--- config.mk ---
export PLATFORM = sky130hd
export DESIGN_NAME = seq_datapath
export DESIGN_NICKNAME = d
export VERILOG_FILES = /design/src/rtl/seq_datapath_pkg.sv /design/src/rtl/seq_datapath_regfile.sv /design/src/rtl/seq_datapath.sv
export SDC_FILE = /design/constraint.sdc
export NUM_CORES = 1
export LEC_CHECK = 0
export ABC_CLOCK_PERIOD_IN_PS = 5300
export BUFFER_PORTS_ARGS = -buffer_cell sky130_fd_sc_hd__buf_2
export CORE_MARGIN = 2
export CORE_UTILIZATION = 35
export DETAILED_ROUTE_END_ITERATION = 10
export SLEW_MARGIN = 20
export SYNTH_ARGS = -nofsm -noshare
export SYNTH_HDL_FRONTEND = slang
export SYNTH_HIERARCHICAL = 1
export SYNTH_SLANG_ARGS = --single-unit
--- constraint.sdc ---
create_clock -name clk -period 5.3 [get_ports clk]
set_clock_uncertainty 0.1 [all_clocks]
set_input_delay 0.265 -clock clk [delete_from_list [all_inputs] [get_ports clk]]
set_output_delay 0.265 -clock clk [all_outputs]
set_load 0.02 [all_outputs]
--- src/rtl/seq_datapath_pkg.sv ---
// Shared encodings for the self-sequencing datapath: opcodes, ALU and shift
// operations, FSM states and status-bit positions.
package seq_datapath_pkg;

    localparam logic [1:0] OP_MOVI = 2'b00;
    localparam logic [1:0] OP_MOV  = 2'b01;
    localparam logic [1:0] OP_ALU  = 2'b10;
    localparam logic [1:0] OP_CMP  = 2'b11;

    localparam logic [1:0] ALU_ADD  = 2'b00;
    localparam logic [1:0] ALU_SUB  = 2'b01;
    localparam logic [1:0] ALU_AND  = 2'b10;
    localparam logic [1:0] ALU_NOTB = 2'b11;

    localparam logic [1:0] SH_NONE = 2'b00;
    localparam logic [1:0] SH_LSL  = 2'b01;
    localparam logic [1:0] SH_LSR  = 2'b10;
    localparam logic [1:0] SH_ASR  = 2'b11;

    localparam logic [2:0] ST_IDLE = 3'd0;
    localparam logic [2:0] ST_RD_A = 3'd1;
    localparam logic [2:0] ST_RD_B = 3'd2;
    localparam logic [2:0] ST_EXEC = 3'd3;
    localparam logic [2:0] ST_WB   = 3'd4;

    localparam int STAT_Z = 2;
    localparam int STAT_N = 1;
    localparam int STAT_V = 0;

endpackage

--- src/rtl/seq_datapath_regfile.sv ---
// Register file: one synchronous write port, combinational operand and debug
// read ports, every entry cleared by the asynchronous active-low reset.
module regfile_p
    import seq_datapath_pkg::*;
#(
    parameter int WIDTH = 16,
    parameter int NREG  = 8
) (
    input  logic                     clk,
    input  logic                     reset,
    input  logic                     we,
    input  logic [$clog2(NREG)-1:0]  waddr,
    input  logic [WIDTH-1:0]         wdata,
    input  logic [$clog2(NREG)-1:0]  raddr,
    output logic [WIDTH-1:0]         rdata,
    input  logic [$clog2(NREG)-1:0]  dbg_addr,
    output logic [WIDTH-1:0]         dbg_data
);

    localparam int RW = $clog2(NREG);

    logic [WIDTH-1:0] regs [NREG];

    // Registers are discrete flops: the reset must clear every entry at once.
    generate
        for (genvar gi = 0; gi < NREG; gi++) begin : g_reg
            logic [WIDTH-1:0] q_reg;

            always_ff @(posedge clk or negedge reset) begin
                if (!reset) begin
                    q_reg <= '0;
                end else if (we && (waddr == RW'(gi))) begin
                    q_reg <= wdata;
                end
            end

            assign regs[gi] = q_reg;
        end
    endgenerate

    assign rdata    = regs[raddr];
    assign dbg_data = regs[dbg_addr];

endmodule

--- src/rtl/seq_datapath.sv ---
// Self-sequencing datapath: accepts one command over valid/ready, walks it
// through operand read, shift/ALU execute and writeback, then pulses done.
module seq_datapath
    import seq_datapath_pkg::*;
#(
    parameter int WIDTH = 16,
    parameter int NREG  = 8,
    parameter int IMM_W = 8,
    parameter int SHW   = 4
) (
    input  logic                     clk,
    input  logic                     reset,
    input  logic                     cmd_valid,
    output logic                     cmd_ready,
    input  logic [1:0]               cmd_op,
    input  logic [1:0]               cmd_alu,
    input  logic [1:0]               cmd_shop,
    input  logic [SHW-1:0]           cmd_shamt,
    input  logic [$clog2(NREG)-1:0]  cmd_rd,
    input  logic [$clog2(NREG)-1:0]  cmd_rn,
    input  logic [$clog2(NREG)-1:0]  cmd_rm,
    input  logic [IMM_W-1:0]         cmd_imm,
    output logic                     done,
    output logic [WIDTH-1:0]         C,
    output logic [2:0]               stat_out,
    input  logic [$clog2(NREG)-1:0]  dbg_addr,
    output logic [WIDTH-1:0]         dbg_data
);

    localparam int RW = $clog2(NREG);

    logic [2:0]       state_reg;
    logic [1:0]       op_reg;
    logic [1:0]       alu_reg;
    logic [1:0]       shop_reg;
    logic [SHW-1:0]   shamt_reg;
    logic [RW-1:0]    rd_reg;
    logic [RW-1:0]    rn_reg;
    logic [RW-1:0]    rm_reg;
    logic [IMM_W-1:0] imm_reg;
    logic [WIDTH-1:0] a_reg;
    logic [WIDTH-1:0] b_reg;
    logic [WIDTH-1:0] c_reg;
    logic [2:0]       stat_reg;

    logic [WIDTH-1:0] imm_ext;
    logic [WIDTH-1:0] sh_val;
    logic [WIDTH-1:0] alu_res;
    logic [2:0]       alu_flags;
    logic             alu_ovf;
    logic             rf_we;
    logic [WIDTH-1:0] rf_wdata;
    logic [RW-1:0]    rf_raddr;
    logic [WIDTH-1:0] rf_rdata;

    assign cmd_ready = (state_reg == ST_IDLE);
    assign done      = (state_reg == ST_WB);
    assign C         = c_reg;
    assign stat_out  = stat_reg;
    assign imm_ext   = WIDTH'($signed(imm_reg));

    // One shared read port: rn while fetching A, rm otherwise.
    assign rf_raddr = (state_reg == ST_RD_A) ? rn_reg : rm_reg;
    assign rf_we    = (state_reg == ST_WB) && (op_reg != OP_CMP);
    assign rf_wdata = (op_reg == OP_MOVI) ? imm_ext : c_reg;

    regfile_p #(
        .WIDTH (WIDTH),
        .NREG  (NREG)
    ) u_regfile (
        .clk      (clk),
        .reset    (reset),
        .we       (rf_we),
        .waddr    (rd_reg),
        .wdata    (rf_wdata),
        .raddr    (rf_raddr),
        .rdata    (rf_rdata),
        .dbg_addr (dbg_addr),
        .dbg_data (dbg_data)
    );

    // Shift amounts at or beyond WIDTH fall out of the native operators:
    // zero for logical shifts, sign fill for the arithmetic one.
    always_comb begin
        sh_val = b_reg;
        case (shop_reg)
            SH_NONE: sh_val = b_reg;
            SH_LSL:  sh_val = b_reg << shamt_reg;
            SH_LSR:  sh_val = b_reg >> shamt_reg;
            SH_ASR:  sh_val = $unsigned($signed(b_reg) >>> shamt_reg);
            default: sh_val = b_reg;
        endcase
    end

    always_comb begin
        alu_res = '0;
        alu_ovf = 1'b0;
        case (alu_reg)
            ALU_ADD: begin
                alu_res = a_reg + sh_val;
                alu_ovf = (a_reg[WIDTH-1] == sh_val[WIDTH-1]) &&
                          (alu_res[WIDTH-1] != a_reg[WIDTH-1]);
            end
            ALU_SUB: begin
                alu_res = a_reg - sh_val;
                alu_ovf = (a_reg[WIDTH-1] != sh_val[WIDTH-1]) &&
                          (alu_res[WIDTH-1] != a_reg[WIDTH-1]);
            end
            ALU_AND:  alu_res = a_reg & sh_val;
            ALU_NOTB: alu_res = ~sh_val;
            default:  alu_res = '0;
        endcase
        alu_flags         = '0;
        alu_flags[STAT_Z] = (alu_res == '0);
        alu_flags[STAT_N] = alu_res[WIDTH-1];
        alu_flags[STAT_V] = alu_ovf;
    end

    always_ff @(posedge clk or negedge reset) begin
        if (!reset) begin
            state_reg <= ST_IDLE;
            op_reg    <= '0;
            alu_reg   <= '0;
            shop_reg  <= '0;
            shamt_reg <= '0;
            rd_reg    <= '0;
            rn_reg    <= '0;
            rm_reg    <= '0;
            imm_reg   <= '0;
            a_reg     <= '0;
            b_reg     <= '0;
            c_reg     <= '0;
            stat_reg  <= '0;
        end else begin
            case (state_reg)
                ST_IDLE: begin
                    if (cmd_valid) begin
                        op_reg    <= cmd_op;
                        alu_reg   <= cmd_alu;
                        shop_reg  <= cmd_shop;
                        shamt_reg <= cmd_shamt;
                        rd_reg    <= cmd_rd;
                        rn_reg    <= cmd_rn;
                        rm_reg    <= cmd_rm;
                        imm_reg   <= cmd_imm;
                        // MOV never reads A, so the ALU sees a zero operand.
                        if (cmd_op == OP_MOV) begin
                            a_reg <= '0;
                        end
                        case (cmd_op)
                            OP_MOVI: state_reg <= ST_WB;
                            OP_MOV:  state_reg <= ST_RD_B;
                            default: state_reg <= ST_RD_A;
                        endcase
                    end
                end
                ST_RD_A: begin
                    a_reg     <= rf_rdata;
                    state_reg <= ST_RD_B;
                end
                ST_RD_B: begin
                    b_reg     <= rf_rdata;
                    state_reg <= ST_EXEC;
                end
                ST_EXEC: begin
                    if (op_reg == OP_MOV) begin
                        c_reg <= sh_val;
                    end else begin
                        if (op_reg == OP_ALU) begin
                            c_reg <= alu_res;
                        end
                        stat_reg <= alu_flags;
                    end
                    state_reg <= ST_WB;
                end
                ST_WB: begin
                    if (op_reg == OP_MOVI) begin
                        c_reg <= imm_ext;
                    end
                    state_reg <= ST_IDLE;
                end
                default: state_reg <= ST_IDLE;
            endcase
        end
    end

endmodule

# == After elaboration in Yosys (flattened, before gate mapping) ==
# Index checks and enable logic that the tools add are counted.
# word_totals
register_bits,209
inputBits,33
# op_classes
add_sub_neg,2
n_lt_le_gt_ge,2
eq_ne,28
shifts,3
n_mux,20
bitwise,5
reduce_logical,24
# ops
op,count
2-to-1 mux 16 bit,9
case mux 16 bit (4 select lines),2
binary-select mux 16 bit (select 3 bit),2
case mux 16 bit (2 select lines),2
adder 16 bit,1
bitwise AND 16 bit,1
logical NOT 16 bit,1
NOT 16 bit,1
left shift 16 x 4 -> 16 bit,1
right shift 16 x 4 -> 16 bit,1
>>> shifter 16 x 4 -> 16 bit,1
subtractor 16 bit,1
"== test 3 bit, second input constant",5
"== test 3 x 2 -> 1 bit, second input constant",4
case mux 3 bit (4 select lines),1
logical AND 1 bit,11
"== test 2 bit, second input constant",5
"== test 2 x 1 -> 1 bit, second input constant",4
">= comparator 4 bit, second input constant",2
logical NOT 2 bit,4
NOT 3 -> 4 bit,2
"== test 3 x 1 -> 1 bit, second input constant",2
logical NOT 3 bit,2
2-to-1 mux 3 bit,2
other kinds (11),17

# == Longest topological paths before layout ==
# Gate-level depths: netlist (run 1).
# depth
ltp_word,7
mapped_depth,20
depth_no_buf,17

# == Modules after synthesis ==
# The synthesis (run 1) kept the hierarchy.
# by_module_without_submodules
mod,n_inst,cells_each,area_per_inst_um2
seq_datapath,1,872,7808.7
regfile_p,1,393,7000.5

# == Worst setup path before layout (run 1) ==
# Ideal clock, no wire load.
# synth_path
path_kind,register -> register
start,reg shamt_reg[0]
end,"reg stat_reg[2], in the netlist stat_out[2]"
arrival_ns,4.538
path_slack_ns,0.586
stages_incl_launch_ff,20
n_path_buf,4
period_less_slack_ns,4.714
path_cell_list,dfrtp_1 > buf_6 > buf_6 > buf_6 > mux4_2 > mux2_2 > a22oi_1 > or2_2 > o211ai_1 > ha_1 > buf_4 > nor2_1 > a221o_1 > o211a_1 > o211ai_1 > nand2_1 > xnor2_1 > mux4_2 > or4_1 > o21ai_1
# synth_via
elab_chain_cells,5
# synth_rtl
element,line,source
from (decl),seq_datapath.sv:36,logic [SHW-1:0] shamt_reg;
from (signal assigned),seq_datapath.sv:141,shamt_reg <= cmd_shamt;
>>> shifter 16 x 4 -> 16 bit (tied with other cells),seq_datapath.sv:90,SH_ASR: sh_val = $unsigned($signed(b_reg) >>> shamt_reg);
case mux 16 bit (4 select lines) (*),seq_datapath.sv:86,case (shop_reg)
subtractor 16 bit (tied with other cells),seq_datapath.sv:105,alu_res = a_reg - sh_val;
case mux 16 bit (4 select lines) (*),seq_datapath.sv:98,case (alu_reg)
logical NOT 16 bit (*),seq_datapath.sv:114,alu_flags[STAT_Z] = (alu_res == '0);
to (signal assigned),seq_datapath.sv:172,stat_reg <= alu_flags;
to (decl),seq_datapath.sv:44,logic [2:0] stat_reg;
# Every way passes the cells marked *; elsewhere a longest branch is shown, timed or not.
# A chain may end at the register's enable or synchronous reset.

# == Final worst setup path (run 1) ==
# layout_path
start,reg b_reg[7]
end,"reg c_reg[15], in the netlist C[15]"
# layout_via
elab_chain_cells,7
# layout_rtl
element,line,source
from (decl),seq_datapath.sv:42,logic [WIDTH-1:0] b_reg;
from (signal assigned),seq_datapath.sv:162,b_reg <= rf_rdata;
>>> shifter 16 x 4 -> 16 bit (tied with other cells),seq_datapath.sv:90,
case mux 16 bit (4 select lines) (*),seq_datapath.sv:86,
subtractor 16 bit (tied with other cells),seq_datapath.sv:105,
case mux 16 bit (4 select lines),seq_datapath.sv:98,
2-to-1 mux 16 bit,seq_datapath.sv:169,if (op_reg == OP_ALU) begin
2-to-1 mux 16 bit (*),seq_datapath.sv:166,if (op_reg == OP_MOV) begin
case mux 16 bit (2 select lines) (*),seq_datapath.sv:135,case (state_reg)
to (signal assigned),seq_datapath.sv:167,c_reg <= sh_val;
to (signal assigned),seq_datapath.sv:170,c_reg <= alu_res;
to (signal assigned),seq_datapath.sv:178,c_reg <= imm_ext;
to (decl),seq_datapath.sv:43,logic [WIDTH-1:0] c_reg;
# Every way passes the cells marked *; elsewhere a longest branch is shown, timed or not. The select of a mux whose other input is x is not followed.

==> flow_summary.ini, run 1 <==
[die]
initial_core_util_pct = 35.38
core_area_um2 = 41850
die-width_um = 209.7
num_rows = 75
boundaryPins = 70
fp.dieH_um = 209.7
fp.dieArea_um2 = 43970

[synthesis]
ys_seq_area_share_pct = 35.32
synth_largest_type_area_fraction_pct = 35.32
synth_area_leaders = dfrtp_1 (35%), mux2_2 (17%), mux4_1 (13%)
synth.ff_latch_count = 209
synth_edf_count = 0
synth.distinct_cells = 85
syn_inst = 1265
syn_area_um2 = 14810
syn_avg_cell_area_um2 = 11.71
synthesis.yosys.warnings = 6
synth_nets = 1334
async_reset_ff_share_pct = 100.0
synthFlopType = dfrtp_1
synthDominantAreaCellType = dfrtp_1

[clock_network]
cts_htree_levels = 1
cts_root_buf = clkbuf_16
clock_tree.buffer_depth = 3
tritoncts = built
cts.sink_count = 209
cts_inserted_buffers = 24
insertion_delay_ps = 560
clock_pin_transition_on_the_worst_setup_and_hold_timing_paths_ps = 60

[global_route]
globalRoute.totalOverflow = 0
grt_start_max_net_pins = 78
groute.layer.met3.usage_pct = 2.993
grt_pass1_vias = 10990
overall_global_routing_resource_usage_pct = 20.18
met1_usage_pct = 28.74
grt_first_pass_wirelength_mm = 68.59
global_route.peak_usage_layer = met2
groute.layer.met2.usage_pct = 32.02
antenna_violations_before_repair = 0

[run_status]
run_status = completed

[layout]
final.fill_count = 4016
largest_register_ff_count = 128
num_antenna_cells = 0
area.growth.synth_to_final_pct = 14.28
non_filler_cell_area_final_um2 = 16920
fin_util_pct = 40.44
finish.net_count = 1410
post_route_cells_drive_above_1_share_pct = 33.36

[pwr]
combinational_group_share_of_total_power_pct = 59.1
totalPowerFinal_mw = 11.31
p_sw_share_pct = 45.10
power.share.sequential_pct = 24.7
ir_worst_vdd_uv = 354.3
share_clk_of_total_power_pct = 16.3
internal_power_mw = 6.208
cellPowerDensity_nw_per_um2 = 668.1
power.leakage_nw = 7.909
total_switching_power_mw = 5.099

[timing]
finalCriticalPeriod_ps = 5042
layout_worst_path_cycle_share_pct = 95.13
maxSlewHeadroom_pct = 28.49
achievable-frequency_mhz = 198.3
finalWorstSetupSlack_ps = 258.3
hold-worst-slack_ps = 179.9
unrepaired_setup_endpoints_after_global_routing = false
count_of_pins_over_their_slew_limit = 0
final_hold_viol_count = 0
finalSetupViolCount = 0
worstMarginPinSlew_ps = 1073

[setup_path]
cp_max_fo = 13
timing.critical_path.arrival_ps = 5380
critPathTopFamily = compound AO/OA/AOI/OAI gates
endpoint_kind = register
critical_path_required_ps = 5640
cp-start-kind = register
timing.setup.critical_path_class = reg -> reg
path_common_cell = o21ai_0
critical_path.cell_chain = mux4_1 -> and2_1 -> a311oi_1 -> nor3_1 -> nor3_2 -> inv_1 -> ha_1 -> nor2_1 -> a2111o_1 -> a221o_1 -> a221oi_2 -> o21ai_1 -> o21ba_2 -> o22ai_1 -> o21ai_0 -> buf_4 -> o21ai_0
timing.critical_path.slowest_cell_delay_ps = 590
critPathSlowestCell = mux4_1
path_buf_inv = 2

[routing]
vias = 11270
drt_first_pass_iters = 5
via_per_inst = 5.943
drc_errors = 0
route.antenna.remaining_nets = 0
detail_route.iter0.violations = 963
wl_per_cell_um = 23.64
postRouteWirelength_mm = 44.85

[place]
dp_worst_setup_slack_ps = -28.41
place_hpwl_mm = 31.03
gp_routability_congestion = 0.9658
placement_cell_area_um2 = 15730
io_buffer_count = 69

[min_path]
timing.hold.worst.class = in -> async

[flow_run]
cap_viol_max_count = 0
-- layout make-up --
class                      instances  area (um2)  share of cell area [%]
multi-input combinational        891        8791                   51.94
timing repair buffer             164        1145                   6.765
tap                              539       674.4                   3.985
inverter                          51       191.4                   1.131
sequential                       209        5235                   30.93
clock inverter                    16       245.2                   1.449
clock buffer                      27       641.9                   3.793
-- per-layer routing --
metal	wire, um	vias to the layer above
met1	20140	5764
met4	1293	0
met3	2871	78
met2	20540	408
met5	0	-
li1	-	5023
-- metrics by stage --
step,std cells,TNS [ps]
2_1_floorplan,1265,0
5_1_grt,1897,0
6_report,1897,0
4_1_cts,1896,0
3_5_place_dp,1824,-32.24
3_3_place_gp,1824,0
-- worst paths after layout --
kind,slack [ps],startpoint,depth (start not counted),to
min in group clk,370,stat_out[0],2,stat_out[0]
max reg2reg,260,b_reg[7],17,C[15]
max in group asynchronous,3540,reset,3,C[7]
min,180,reset,2,u_regfile/g_reg[1].q_reg[14]
max,260,b_reg[7],17,C[15]
min reg2reg,370,stat_out[0],2,stat_out[0]
-- cell usage after synthesis, types with 8 or more instances --
cell type	n
mux4_1	71
ha_1	34
buf_6	14
xnor2_1	11
a211oi_1	12
buf_4	13
nor2b_1	14
nand3_1	14
nand2_1	66
mux4_2	25
mux2_2	217
buf_2	16
a22oi_1	11
o21ai_0	62
mux2i_1	20
a21oi_1	44
a31oi_1	10
o211ai_1	8
nor2_1	64
inv_1	46
dfrtp_1	209
nor3_1	27
clkbuf_1	55
buf_1	12
a22o_1	18
and2_1	10
-- kinds of logic after synthesis --
family | Yosys count | synth area share, %
fa+ha+maj | 36 | 3.143
buf+inv | 165 | 5.593
simple gates | 251 | 8.829
flops | 209 | 35.32
compound gates | 257 | 12.04
mux | 333 | 34.25
xor+xnor | 14 | 0.8280
-- power groups by stage --
stage / registers [mW] / clock network, mW / logic (mW)
3_5_place_dp: 2.81 / 0 / 6.53
2_1_floorplan: 2.49 / 0 / 4.85
6_report: 2.79 / 1.84 / 6.68
5_1_grt: 2.86 / 1.94 / 7.18
3_3_place_gp: 2.78 / 0 / 6.49
4_1_cts: 2.79 / 1.88 / 6.58
-- repair_timing --
action                                 in CTS  in global routing
setup endpoints to repair                   2                  6
cloned                                      0                  0
gates resized for setup                     1                  2
endpoints found under the hold margin     104                  0
setup buffers                               0                  1
hold buffers                               29                  0
-- layout by cell type (no fill, tap or decap), drive strengths merged, types with 29 or more instances in the layout --
cell type and n:
nor3 30, mux2 217, dlygate4sd3 29, o21ai 66
dfrtp 209, buf 135, ha 34, a21oi 44
nand2 66, inv 49, mux4 96, nor2 64
No activity file was read; power rests on OpenSTA's default activity.
==> run 2, diff against run 1 <==
RECOVER_POWER = 100   (was unset)
==> run 2 against run 1 <==
The run now ends with max-capacitance violations, max-slew violations left. Sequential share of layout area rose by 0.25 points. Sequential cell count did not move. Critical path type unchanged. Global-route usage did not move. Core utilization fell by 0.33 points. Total power fell by 0.93%. Cell count did not move.
==> flow_summary.ini, run 2 (same netlist as run 1, synthesis figures left out) <==
[run_status]
run_status = finished with violations
failed_checks = max-capacitance violations, max-slew violations

[setup_path]
timing.critical_path.arrival_ps = 5400
worst_r2r_path_depth = 17
critPathSlowestCell = dfrtp_1
crit-reg2reg-launch = b_reg[6]
timing.critical_path.slowest_cell_delay_ps = 600
rrSetupSlack_ps = 240
endpoint_kind = register
timing.setup.critical_path_class = reg -> reg
cp-start-kind = register
critical_path_required_ps = 5640
path_buf_inv = 2
path_common_cell = o21ai_0
cp_max_fo = 12
critical_path.cell_chain = mux4_1 -> and2_1 -> a311oi_1 -> nor3_1 -> nor3_2 -> inv_1 -> ha_1 -> nor2_1 -> a2111o_1 -> a221o_1 -> a221oi_2 -> o21ai_1 -> o21ba_2 -> o22ai_1 -> o21ai_0 -> clkbuf_1 -> o21ai_0
critPathTopFamily = compound AO/OA/AOI/OAI gates
crit-reg2reg-capture = C[15]

[pwr]
totalPowerFinal_mw = 11.20
power.leakage_nw = 7.723
cellPowerDensity_nw_per_um2 = 667.3
ir_worst_vdd_uv = 353.5

[layout]
num_antenna_cells = 0
largest_register_ff_count = 128
mostFrequentLayoutCell = dfrtp_1
area.growth.synth_to_final_pct = 13.35
finish.net_count = 1410
final.fill_count = 4051
post_route_cells_drive_above_1_share_pct = 28.20
non_filler_cell_area_final_um2 = 16790
multiInputGateArea_um2 = 8731
seq_area_um2 = 5235
layout.cells.most_common_list = dfrtp_1 (207), mux2_2 (195), mux4_1 (71), nand2_1 (66), nor2_1 (64)

[global_route]
antenna_violations_before_repair = 0
grt_pass1_vias = 10990
globalRoute.totalOverflow = 0
grt_first_pass_wirelength_mm = 68.59
overall_global_routing_resource_usage_pct = 20.18
grt_start_max_net_pins = 78

[clock_network]
tritoncts = built
cts_inserted_buffers = 24
cts.sink_count = 209
insertion_delay_ps = 560
cts_htree_levels = 1
cts_root_buf = clkbuf_16
clock_tree.buffer_depth = 3
clock_pin_transition_on_the_worst_setup_and_hold_timing_paths_ps = 60

[routing]
vias = 11330
wl_per_cell_um = 23.63
postRouteWirelength_mm = 44.83
drc_errors = 0
via_per_inst = 5.972
detail_route.iter0.violations = 1050
drt_first_pass_iters = 6
route.antenna.remaining_nets = 0

[die]
fp.dieArea_um2 = 43970
initial_core_util_pct = 35.38
num_rows = 75
die-width_um = 209.7
fp.dieH_um = 209.7
boundaryPins = 70
core_area_um2 = 41850

[timing]
finalSetupViolCount = 0
maxSlewHeadroom_pct = -133.5
finalCriticalPeriod_ps = 5058
unrepaired_setup_endpoints_after_global_routing = false
worstMarginPinSlew_ps = 3503
achievable-frequency_mhz = 197.7
final_hold_viol_count = 0
count_of_pins_over_their_slew_limit = 206
layout_worst_path_cycle_share_pct = 95.43

[place]
place_hpwl_mm = 31.03
io_buffer_count = 69
gp_routability_congestion = 0.9658
placement_cell_area_um2 = 15730

[flow_run]
cap_viol_max_count = 4

[min_path]
timing.hold.worst.class = in -> async
## run 2: final cells by class
type	instances	share of cell area [%]
clock buffer	27	3.824
clock inverter	16	1.461
inverter	51	1.140
multi-input combinational	891	52.01
sequential	209	31.19
tap	539	4.018
timing repair buffer	164	6.358
## run 2: where the power goes
group          internal, mW  switching [mW]  total, mW
sequential             2.15           0.625       2.78
clock                  1.12           0.715       1.84
combinational          2.85            3.74       6.59
## run 2: what timing repair did
item                       in CTS  in global routing
hold endpoints to repair      104                  0
setup buffers                   0                  1
setup endpoints to repair       2                  6
hold buffers                   29                  0
resized for setup               1                  2
## run 2: worst max-delay path by stage
stage / from / end / slack [ps] / depth (start not counted)
after global placement: shamt_reg[0] / stat_out[2] / 4 / 16
final: b_reg[6] / C[15] / 240 / 17
after detailed placement: shamt_reg[0] / C[15] / -30 / 17
after floorplan: shamt_reg[0] / stat_out[2] / 590 / 19
after CTS: shamt_reg[0] / C[15] / 70 / 17
after global routing: b_reg[11] / stat_out[2] / 30 / 15
## run 2: layer usage
layer / global-route usage, % / up-vias / wire length [um] / part of all wire (%)
met5: 0 / - / 0 / 0
met4: 5.772 / 0 / 1363 / 3.0
met3: 2.993 / 90 / 3176 / 7.1
met2: 32.02 / 454 / 20480 / 46
met1: 28.74 / 5761 / 19810 / 44
li1: - / 5024 / - / -
## run 2: metrics by stage
step | std cells | setup WS (ps) | setup TNS [ps] | util, % | hold slack (ps)
after detailed placement | 1824 | -28.41 | -32.24 | 37.58 | 211.8
after global routing | 1897 | 30.39 | 0 | 40.11 | 266.7
after global placement | 1824 | 4.226 | 0 | 37.58 | 202.7
after floorplan | 1265 | 585.9 | 0 | - | -130.6
final | 1897 | 242.4 | 0 | 40.11 | 178.9
after CTS | 1896 | 67.13 | 0 | 40.39 | 227.6
==> run 3, diff against run 2 <==
CORE_UTILIZATION = 45   (was 35)
==> run 3 against run 2 <==
The flow still finishes with violations (max-capacitance violations, max-slew violations). First-iteration DRC count shrank 3.4%. Design area is 0.37% lower. Clock power down 8%. Worst hold slack improved by 190 ps. Total power shrank 0.42%. Core utilization up 11 points. Critical path depth did not move. Clock-buffer cell count rose by 5. Global-route usage is 6.1 points higher. Sequential share of layout area up 0.094 points. Via count rose by 0.23%. Largest cell class unchanged.
==> flow_summary.ini, run 3 (same netlist as run 1, synthesis figures left out) <==
[run_status]
run_status = finished with violations
failed_checks = max-capacitance violations, max-slew violations

[min_path]
timing.hold.worst_path_depth = 2
timing.hold.worst.class = reg -> reg
hold_critical_path_endpoint = stat_out[0]
worst_hold_startpoint = stat_out[0]

[clock_network]
clock_pin_transition_on_the_worst_setup_and_hold_timing_paths_ps = 70
clock_tree.buffer_depth = 3
insertion_delay_ps = 530
cts.sink_count = 209
tritoncts = built
cts_htree_levels = 1
cts_root_buf = clkbuf_16
cts_inserted_buffers = 25

[setup_path]
endpoint_kind = register
worstSetupStartpoint = shamt_reg[0]
timing.setup.critical_path_class = reg -> reg
crit-reg2reg-capture = C[15]
rrSetupSlack_ps = 280
timing.critical_path.arrival_ps = 5360
worst_r2r_path_depth = 17
cp_max_fo = 9
critical_path_required_ps = 5640
crit-reg2reg-launch = shamt_reg[0]
cp-start-kind = register

[timing]
achievable-frequency_mhz = 199.2
finalWorstSetupSlack_ps = 280.2
count_of_pins_over_their_slew_limit = 160
maxSlewHeadroom_pct = -114.1
final.setup.tns_ps = 0
hold-worst-slack_ps = 372.7
worstMarginPinSlew_ps = 3212
finalCriticalPeriod_ps = 5020
final_hold_viol_count = 0
layout_worst_path_cycle_share_pct = 94.71
finalSetupViolCount = 0

[routing]
route.antenna.remaining_nets = 0
drt_first_pass_iters = 6
via_per_inst = 6.284
wl_per_cell_um = 24.50
vias = 11360
postRouteWirelength_mm = 44.27
detail_route.iter0.violations = 1014
drc_errors = 0

[layout]
mostFrequentLayoutCell = dfrtp_1
finalNonFillerCells = 1807
post_route_cells_drive_above_1_share_pct = 29.45
fin_util_pct = 51.53
largest_register_ff_count = 128
non_filler_cell_area_final_um2 = 16720
area.growth.synth_to_final_pct = 12.93
num_antenna_cells = 0
layout.cells.most_common_list = dfrtp_1 (208), mux2_2 (198), mux4_1 (71), nand2_1 (66), nor2_1 (64)
finish.net_count = 1415

[pwr]
ir_worst_vdd_uv = 315.3
totalPowerFinal_mw = 11.15
power.leakage_nw = 7.775
cellPowerDensity_nw_per_um2 = 667.0

[place]
dp_worst_setup_slack_ps = 249.4
dp.cells = 1728
gp_routability_congestion = 0.9671
place_hpwl_mm = 30.69
placement_cell_area_um2 = 15650
io_buffer_count = 69

[die]
initial_core_util_pct = 45.63
core_area_um2 = 32450
die-width_um = 185.4
fp.dieArea_um2 = 34380
num_rows = 66
boundaryPins = 70
fp.dieH_um = 185.4

[global_route]
overall_global_routing_resource_usage_pct = 26.30
grt_pass1_vias = 11190
grt_start_max_net_pins = 133
globalRoute.totalOverflow = 0
grt_first_pass_wirelength_mm = 68.92
antenna_violations_before_repair = 0

[flow_run]
cap_viol_max_count = 4
[run 3: cell count changes in the layout (fill, tap and decap cells not counted), moves of 3 or more]
cell       before  now
mux2_1         22   19
nand4b_1        3    0
mux2_2        195  198
bufinv_16       5    1
buf_4          52   60
nand4b_2        0    3
buf_12          0    3
[run 3: routing by layer]
metal,vias to the layer above,GRT usage [%],wire length [um]
met1,5813,37.46,19430
met3,83,2.831,2595
met2,424,42.00,20670
li1,5035,-,-
met4,0,8.825,1570
met5,-,0,0
[run 3: worst max path at each step]
stage,to,cells after the start
CTS,C[15],17
detailed placement,C[15],17
global route,C[15],17
finish,C[15],17
floorplan,stat_out[2],19
global placement,stat_out[2],17
[run 3: repair_timing]
action,in CTS,in global routing
endpoints found under the hold margin,159,0
hold buffers,29,0
gates resized for setup,0,6
setup endpoints to repair,0,7
setup buffers,0,3
[run 3: layout make-up]
cell class	instances	area, um2
clock buffers	32	701.9
clock inverters	14	116.4
fillers	2882	15730
inverters	51	191.4
multi-input cells	891	8773
flip-flops and latches	209	5231
well taps	442	553.0
repair buffers	168	1156
[run 3: critical path: stages, from the launching register on]
cell	delay (ps)
dfrtp_2	530
buf_4	220
mux4_1	630
a32oi_1	240
o41a_1	220
nand3_1	80
o21ai_0	200
inv_1	100
ha_2	440
nor2_1	80
a2111o_1	420
a221o_1	310
a221oi_2	380
o21ai_1	180
o21ba_2	220
o22ai_1	220
o21ai_0	160
o21ai_0	180
[run 3: report_power, final]
part | switching, mW | leakage (nW) | internal (mW) | total [mW]
Sequential | 0.571 | 2.80 | 2.15 | 2.72
Clock | 0.716 | 0.398 | 0.989 | 1.70
Combinational | 3.81 | 4.58 | 2.92 | 6.73
